$ cat config.mk
export PLATFORM = sky130hd
export DESIGN_NAME = fw_sequencer
export DESIGN_NICKNAME = d
export VERILOG_FILES = /design/src/rtl/fw_seq_pkg.sv /design/src/rtl/seq_cycle_counter.sv /design/src/rtl/fw_sequencer.sv
export SDC_FILE = /design/constraint.sdc
export NUM_CORES = 1
export LEC_CHECK = 0
export BUFFER_PORTS_ARGS = -buffer_cell sky130_fd_sc_hd__buf_2
export CAP_MARGIN = 20
export CELL_PAD_IN_SITES_DETAIL_PLACEMENT = 1
export CELL_PAD_IN_SITES_GLOBAL_PLACEMENT = 2
export CORE_ASPECT_RATIO = 0.7
export CORE_MARGIN = 5
export CORE_UTILIZATION = 30
export DETAILED_ROUTE_END_ITERATION = 10
export PLACE_DENSITY = 0.81
export SYNTH_ARGS = -nofsm -noshare
export SYNTH_HDL_FRONTEND = slang
export SYNTH_SLANG_ARGS = --single-unit
$ cat constraint.sdc
create_clock -name clk -period 1.78 [get_ports clk]
set_clock_uncertainty 0.05 [all_clocks]
set_input_delay 0.089 -clock clk [delete_from_list [all_inputs] [get_ports clk]]
set_output_delay 0.089 -clock clk [all_outputs]
set_load 0.05 [all_outputs]
$ cat src/rtl/fw_seq_pkg.sv
// fw_seq_pkg: state encoding and sizing helper shared by fw_sequencer and its counter.
package fw_seq_pkg;

    localparam int FW_SEQ_SW = 3;

    typedef enum logic [FW_SEQ_SW-1:0] {
        ST_IDLE         = 3'd0,
        ST_AVERAGING    = 3'd1,
        ST_LAYER_START  = 3'd2,
        ST_LAYER_WAIT   = 3'd3,
        ST_ARGMAX_START = 3'd4,
        ST_ARGMAX_WAIT  = 3'd5,
        ST_DONE         = 3'd6,
        ST_ERROR        = 3'd7
    } fw_seq_state_t;

    function automatic int fw_seq_max(input int a, input int b);
        return (a > b) ? a : b;
    endfunction

endpackage

$ cat src/rtl/seq_cycle_counter.sv
// seq_cycle_counter: up-counter with synchronous clear/enable and a terminal-count flag.
module seq_cycle_counter #(
    parameter int W = 4
) (
    input  logic         clk,
    input  logic         rst,
    input  logic         i_clr,
    input  logic         i_en,
    input  logic [W-1:0] i_term,
    output logic         o_tc
);

    logic [W-1:0] r_cnt;

    always_ff @(posedge clk or posedge rst) begin
        if (rst) begin
            r_cnt <= '0;
        end else if (i_clr) begin
            r_cnt <= '0;
        end else if (i_en) begin
            r_cnt <= r_cnt + W'(1);
        end
    end

    assign o_tc = (r_cnt == i_term);

endmodule

$ cat src/rtl/fw_sequencer.sv
// fw_sequencer: averaging -> NUM_LAYERS MLP layer handshakes -> argmax -> fw_done, Moore outputs.
// Optional per-wait-state watchdog enabled by defining FW_SEQ_WATCHDOG_EN.
module fw_sequencer
    import fw_seq_pkg::*;
#(
    parameter int   NUM_LAYERS     = 2,
    parameter int   AVG_CYCLES     = 4,
    parameter int   TIMEOUT_CYCLES = 1024,
    localparam int  LW             = (NUM_LAYERS > 1) ? $clog2(NUM_LAYERS) : 1
) (
    input  logic          clk,
    input  logic          reset,
    input  logic          fw_go,
    input  logic          fw_abort,
    input  logic          layer_done,
    input  logic          argmax_done,
    output logic          avg_en,
    output logic          layer_go,
    output logic [LW-1:0] layer_idx,
    output logic          argmax_go,
    output logic          busy,
    output logic          fw_done,
    output logic          fw_error
);

    localparam int             CW         = $clog2(fw_seq_max(AVG_CYCLES, TIMEOUT_CYCLES) + 1);
    localparam logic [CW-1:0]  AVG_TERM   = CW'(AVG_CYCLES - 1);
    localparam logic [LW-1:0]  LAST_LAYER = LW'(NUM_LAYERS - 1);

    fw_seq_state_t r_state;
    fw_seq_state_t w_next;
    logic [LW-1:0] r_layer;
    logic          w_cnt_en;
    logic          w_cnt_clr;
    logic          w_tc;
    logic [CW-1:0] w_term;

    // One counter serves both the averaging window and the wait-state watchdog;
    // it is held at zero in every other state so each use starts from 0.
`ifdef FW_SEQ_WATCHDOG_EN
    localparam logic [CW-1:0] TMO_TERM = CW'(TIMEOUT_CYCLES - 1);
    logic w_in_wait;
    assign w_in_wait = (r_state == ST_LAYER_WAIT) || (r_state == ST_ARGMAX_WAIT);
    assign w_cnt_en  = (r_state == ST_AVERAGING) || w_in_wait;
    assign w_term    = (r_state == ST_AVERAGING) ? AVG_TERM : TMO_TERM;
`else
    assign w_cnt_en  = (r_state == ST_AVERAGING);
    assign w_term    = AVG_TERM;
`endif
    assign w_cnt_clr = !w_cnt_en;

    seq_cycle_counter #(
        .W(CW)
    ) u_cnt (
        .clk    (clk),
        .rst    (reset),
        .i_clr  (w_cnt_clr),
        .i_en   (w_cnt_en),
        .i_term (w_term),
        .o_tc   (w_tc)
    );

    always_comb begin
        w_next = r_state;
        if (fw_abort) begin
            w_next = ST_IDLE;
        end else begin
            case (r_state)
                ST_IDLE:         if (fw_go) w_next = ST_AVERAGING;
                ST_AVERAGING:    if (w_tc) w_next = ST_LAYER_START;
                ST_LAYER_START:  w_next = ST_LAYER_WAIT;
                ST_LAYER_WAIT: begin
                    if (layer_done)
                        w_next = (r_layer == LAST_LAYER) ? ST_ARGMAX_START : ST_LAYER_START;
`ifdef FW_SEQ_WATCHDOG_EN
                    else if (w_tc)
                        w_next = ST_ERROR;
`endif
                end
                ST_ARGMAX_START: w_next = ST_ARGMAX_WAIT;
                ST_ARGMAX_WAIT: begin
                    if (argmax_done)
                        w_next = ST_DONE;
`ifdef FW_SEQ_WATCHDOG_EN
                    else if (w_tc)
                        w_next = ST_ERROR;
`endif
                end
                default:         w_next = ST_IDLE;
            endcase
        end
    end

    always_ff @(posedge clk or posedge reset) begin
        if (reset) begin
            r_state <= ST_IDLE;
            r_layer <= '0;
        end else begin
            r_state <= w_next;
            if (r_state == ST_IDLE && w_next == ST_AVERAGING)
                r_layer <= '0;
            else if (r_state == ST_LAYER_WAIT && w_next == ST_LAYER_START)
                r_layer <= r_layer + LW'(1);
        end
    end

    assign avg_en    = (r_state == ST_AVERAGING);
    assign layer_go  = (r_state == ST_LAYER_START);
    assign layer_idx = (r_state == ST_LAYER_START || r_state == ST_LAYER_WAIT) ? r_layer : '0;
    assign argmax_go = (r_state == ST_ARGMAX_START);
    assign busy      = (r_state != ST_IDLE);
    assign fw_done   = (r_state == ST_DONE);
`ifdef FW_SEQ_WATCHDOG_EN
    assign fw_error  = (r_state == ST_ERROR);
`else
    assign fw_error  = 1'b0;
`endif

endmodule

==> results of run 1 <==
## power by group through the flow
stage / clock network, mW / registers [mW] / logic, mW
floorplan: 0 / 0.358 / 0.0760
global placement: 0 / 0.359 / 0.111
detailed placement: 0 / 0.359 / 0.115
CTS: 0.289 / 0.353 / 0.118
global route: 0.309 / 0.355 / 0.135
finish: 0.280 / 0.355 / 0.123
## cell type report
class / count / share of cell area [%]
Inverter: 5 / 1.93
Tap cell: 36 / 4.08
Multi-Input combinational cell: 68 / 41.9
Sequential cell: 15 / 34.0
Clock buffer: 4 / 4.08
Timing Repair Buffer: 24 / 14.0
## cells by family after synthesis
| logic type | after synthesis | synth area share [%] |
|---|---|---|
| AO/OA/AOI/OAI | 15 | 13.9 |
| XOR/XNOR | 8 | 8.30 |
| adder cells (fa/ha/maj) | 1 | 1.48 |
| buffers and inverters | 9 | 4.44 |
| flip-flops | 15 | 44.4 |
| other | 1 | 0.444 |
| AND/OR/NAND/NOR | 43 | 27.0 |
## what timing repair did
| action | in CTS | in global routing |
|---|---|---|
| endpoints found under the setup margin | 1 | 2 |
| hold buffers | 1 | 0 |
| resized for setup | 2 | 2 |
| setup buffers | 0 | 1 |
| hold endpoints to repair | 15 | 0 |
## synth_stat cells (3+ instances only)
library cell	count	share of area, %
a21oi_1	5	3.0
and3_1	3	2.2
clkbuf_1	3	1.3
dfrtp_1	15	44
inv_1	4	1.8
nand2_1	5	2.2
nand3_1	3	1.8
nand4_1	3	2.2
nor2_1	14	6.2
nor3_1	3	1.8
xnor2_1	3	3.1
xor2_1	5	5.2
## sequential cells by signal (all words and copies together), names as in the netlist
signal and count:
u_cnt.r_cnt 11, r_state 3, r_layer 1
## metal layers
metal / wire [um] / global-route usage, %
met3: 64 / 3.85
met2: 1110 / 22.0
met4: 0 / 1.81
met1: 1220 / 19.0
met5: 0 / 0
## worst register-to-register path: cells and delay by family, from the launching register on
kind               cells  cell delay (ns)
and+or+nand+nor        2             0.79
AOI/OAI and AO/OA      2             0.51
DFF                    1             0.40
## worst min path at each step
stage              from        endpoint  slack (ns)  cells after the start
2_1_floorplan     reset         r_layer       -0.06                      1
3_3_place_gp      reset  u_cnt.r_cnt[9]        0.12                      2
3_5_place_dp      reset  u_cnt.r_cnt[7]        0.14                      2
4_1_cts        fw_abort      r_state[2]       0.003                      2
5_1_grt        fw_abort      r_state[2]       0.004                      2
6_report       fw_abort      r_state[2]       0.004                      2
## through the flow
step | instance area (um2) | setup slack, ns | hold slack, ns | std cells
2_1_floorplan | 850 | 0.0307 | -0.0595 | 92
3_3_place_gp | 1010 | 0.0230 | 0.125 | 146
3_5_place_dp | 1010 | -0.0437 | 0.143 | 146
4_1_cts | 1080 | -0.0489 | 0.00272 | 151
5_1_grt | 1100 | -0.0936 | 0.00393 | 152
6_report | 1100 | -0.0467 | 0.00356 | 152
==> results.yml, run 1 <==
outcome:
  outcome: "finished with violations"
  violations: "setup timing"
placed_design:
  io_buffers: 11
  gp_congestion: 0.771
  dp_hpwl_um: 1800
sta:
  timing.fmax_ghz: 0.547
  relSlewSlack_pct: 60.0
  rsz0062_at_grt: "true"
  period_share_pct: 103
  period_needed_ns: 1.83
  setup_tns_ns: -0.0467
  setup_slack_ns: -0.0467
  hold_viol: 0
  slew_viol_final: 0
  finalSetupViolations: 1
  tightest_slew_ns: 0.599
worst_setup_path:
  cp.arrival_ns: 1.94
  r2r_cells: 4
  cp-endpoint: "r_layer"
  crit_path_max_incr_delay_ns: 0.58
  cp-end-kind: "register"
  crit_type: "register to register"
  cp_top_family: "simple AND/OR/NAND/NOR gates"
  cp.required_ns: 1.89
  start_kind: "register"
  cp_max_fo: 3
  r2r_slack_ns: -0.05
  slowest_stage: "or4_4"
  startpoint: "u_cnt.r_cnt[3]"
  crit_cells: 4
  cp_num_buf_inv: 0
  r2r-end: "r_layer"
  r2r_start: "u_cnt.r_cnt[3]"
  path_cells: "or4_4 > o41ai_4 > a311oi_1 > nor3_1"
final_layout:
  syn_to_final_growth_pct: 30.8
  seq_area_um2: 375
  fin_util_pct: 40.3
  final_cell_mix: "dfrtp_1, nor2_1, buf_4, buf_2"
  layout_commonest_cell: "dfrtp_1"
  fill_cells: 322
  antenna_cells: 0
  multi_input_area_um2: 463
  layout-drive-gt1-share_pct: 27.6
  fin_nets: 124
global_routing:
  antenna_found_initial: 0
  grt_max_degree: 16
  grt_first_pass_wirelength_um: 4080
  track_usage_pct: 13.7
  first_global_vias: 806
  grt_remaining_overflow: 0
power_and_ir_drop:
  seq_power_share_pct: 46.8
  p_clk_share_pct: 37.0
  powerDensity_nw_per_um2: 686
  p_sw_uw: 207
  leakage_nw: 0.505
  max-vdd-ir-drop_mv: 0.637
  total_power_uw: 758
  pwr-share-comb_pct: 16.3
  p_int_uw: 551
  sw_frac_of_total_pct: 27.3
logic_synthesis:
  synth_seq_area_share_pct: 44.4
  yosys_register_bits: 15
  avgSynthCellArea_um2: 9.18
  async_reset_ff_share_pct: 100
  ys.flop_type: "dfrtp_1"
  syn_inst: 92
  synth_cell_types: 34
  ys_warn_count: 0
  synth_edf_count: 0
  syn_area_um2: 845
  syn_nets: 99
clocking:
  cts_buffers: 3
  cts_sinks: 15
  cts-htree-levels: 1
  clk_pin_slew_worst_paths_ns: 0.06
  worstSkewPairLatency_ns: 0.25
  cts_tree: "done"
  clockRootBuffer: "clkbuf_8"
  clockBufferDepth: 2
die:
  rows: 16
  design.die.area_um2: 3990
  initial_utilization_pct: 30.8
  die_w_um: 73.4
  die_h_um: 54.4
  io_pins: 13
  coreArea_um2: 2740
route:
  dr.pass1.iters: 4
  drtIter0Drc: 26
  remaining_drc_errors: 0
  wl_per_cell_um: 15.7
  vias: 763
  vias_per_cell: 5.02
  ant_nets: 0
  drt_wl_total_um: 2390
min_path:
  min_path_type: "input pin to register"
flow_run:
  maxCapViolCount: 0
(Power assumes the default switching activity.)
==> run 2: changes to the inputs <==
--- a/config.mk
+++ b/config.mk
@@ -9,9 +9,10 @@
 export CAP_MARGIN = 20
 export CELL_PAD_IN_SITES_DETAIL_PLACEMENT = 1
 export CELL_PAD_IN_SITES_GLOBAL_PLACEMENT = 2
-export CORE_ASPECT_RATIO = 0.7
+export CORE_ASPECT_RATIO = 0.5
 export CORE_MARGIN = 5
 export CORE_UTILIZATION = 30
+export CTS_CLUSTER_SIZE = 20
 export DETAILED_ROUTE_END_ITERATION = 10
 export PLACE_DENSITY = 0.81
 export SYNTH_ARGS = -nofsm -noshare
==> results.yml, run 2 (synthesized netlist as in run 1, its figures left out) <==
worst_setup_path:
  cp_num_buf_inv: 0
  cp_top_family: "simple AND/OR/NAND/NOR gates"
  crit_path_max_incr_delay_ns: 0.50
  cp.arrival_ns: 1.92
  cp_max_fo: 3
  cp.required_ns: 1.90
  path_cells: "ha_2 > or4b_4 > o41ai_4 > a311oi_1 > nor3_1"
  start_kind: "register"
  crit_type: "register to register"
  cp-end-kind: "register"
  slowest_stage: "or4b_4"
power_and_ir_drop:
  pwr-share-comb_pct: 15.5
  p_int_uw: 547
  p_sw_uw: 208
  max-vdd-ir-drop_mv: 0.473
  p_clk_share_pct: 37.7
  leakage_nw: 0.523
  sw_frac_of_total_pct: 27.6
  total_power_uw: 755
  powerDensity_nw_per_um2: 673
  seq_power_share_pct: 46.8
global_routing:
  grtUsageMet1_pct: 15.3
  grt_remaining_overflow: 0
  grt_first_pass_wirelength_um: 3880
  track_usage_pct: 12.5
  grtUsageMet2_pct: 23.1
  first_global_vias: 839
  grt_max_degree: 16
  antenna_found_initial: 0
  gr-usage-met3_pct: 2.06
  grt-busiest-layer: "met2"
placed_design:
  io_buffers: 11
  gp_congestion: 0.696
  place_inst: 149
  post-place-ws_ns: -0.0749
  placedInstanceArea_um2: 1030
  dp_hpwl_um: 1550
final_layout:
  instances_no_fill: 156
  top_regs: "u_cnt.r_cnt: 11 flops, r_state: 3 flops, r_layer: 1 flops"
  multi_input_area_um2: 453
  seq_area_um2: 375
  final_area_um2: 1120
  fin_nets: 127
  layout_commonest_cell: "dfrtp_1"
  largest_reg_flops: 11
  fill_cells: 323
  final_cell_mix: "dfrtp_1, nor2_1, buf_4, buf_2"
  layout-drive-gt1-share_pct: 29.4
  largest-register: "u_cnt.r_cnt"
  antenna_cells: 0
  syn_to_final_growth_pct: 32.9
sta:
  period_share_pct: 101
  finalSetupViolations: 1
  relSlewSlack_pct: 60.5
  tightest_slew_ns: 0.592
  rsz0062_at_grt: "true"
  period_needed_ns: 1.79
  whs_ns: 0.208
  hold_viol: 0
  timing.fmax_ghz: 0.558
  slew_viol_final: 0
  setup_slack_ns: -0.0133
route:
  vias_per_cell: 4.85
  drtIter0Drc: 50
  remaining_drc_errors: 0
  ant_nets: 0
  dr.pass1.iters: 4
  vias: 757
  wl_per_cell_um: 13.6
  drt_wl_total_um: 2120
die:
  coreArea_um2: 2640
  die_h_um: 47.5
  design.die.area_um2: 4040
  io_pins: 13
  initial_utilization_pct: 32.1
  die_w_um: 85.0
  rows: 13
min_path:
  min_path_type: "input pin to register"
outcome:
  violations: "setup timing"
  outcome: "finished with violations"
clocking:
  cts_sinks: 15
  clk_pin_slew_worst_paths_ns: 0.06
  clockBufferDepth: 2
  cts_buffers: 3
  cts_tree: "done"
  worstSkewPairLatency_ns: 0.25
  cts-htree-levels: 1
  clockRootBuffer: "clkbuf_8"
flow_run:
  maxCapViolCount: 0
[run 2: cell types whose count changed in the layout (fill, tap and decap cells not counted), sizes merged]
cell,change
buf,+2
clkbuf,-1
clkinv,+1
dlygate4sd3,+1
[run 2: final timing paths]
kind | slack, ns | endpoint | start | depth (start not counted)
worst max-delay path | -0.01 | r_layer | u_cnt.r_cnt[0] | 5
worst max register to register | -0.01 | r_layer | u_cnt.r_cnt[0] | 5
worst min-delay path | 0.21 | r_state[0] | argmax_done | 4
worst min register to register | 0.54 | u_cnt.r_cnt[10] | u_cnt.r_cnt[10] | 2
min in group asynchronous | 0.40 | u_cnt.r_cnt[0] | reset | 3
max in group asynchronous | 0.90 | r_state[2] | reset | 3
[run 2: routing by layer]
metal | share of wire (%) | up-vias
met5 | 0 | -
met4 | 0.89 | 0
met3 | 2.4 | 2
met2 | 48 | 12
met1 | 48 | 368
li1 | - | 375
[run 2: through the flow]
stage / utilization, % / setup TNS (ns)
floorplan: - / 0
global placement: 39.1 / -0.0104
detailed placement: 39.1 / -0.0749
CTS: 42.3 / -0.0177
global route: 42.6 / -0.135
finish: 42.6 / -0.0133
[run 2: power by group through the flow]
stage | clock (mW) | combinational [mW] | sequential (mW)
detailed placement | 0 | 0.110 | 0.359
floorplan | 0 | 0.0760 | 0.358
finish | 0.285 | 0.117 | 0.353
global route | 0.316 | 0.130 | 0.354
global placement | 0 | 0.108 | 0.359
CTS | 0.301 | 0.115 | 0.353
[run 2: final cells by class]
class / count / share of cell area, %
multi-input combinational: 68 / 40.4
sequential: 15 / 33.4
timing repair buffer: 27 / 16.1
tap: 37 / 4.12
clock buffer: 3 / 3.68
inverter: 5 / 1.90
clock inverter: 1 / 0.446
[run 2: timing repair]
action / in CTS / in global routing
buffers inserted: 0 / 1
hold buffers: 2 / 0
endpoints found under the hold margin: 16 / 0
pin swaps: 0 / 2
setup endpoints to repair: 2 / 2
gates resized for setup: 3 / 0
[run 2: worst min-delay path, cell delays in order]
cell	delay, ns
buf_2	0.08
nand2_1	0.07
nand3_1	0.13
a31oi_1	0.10
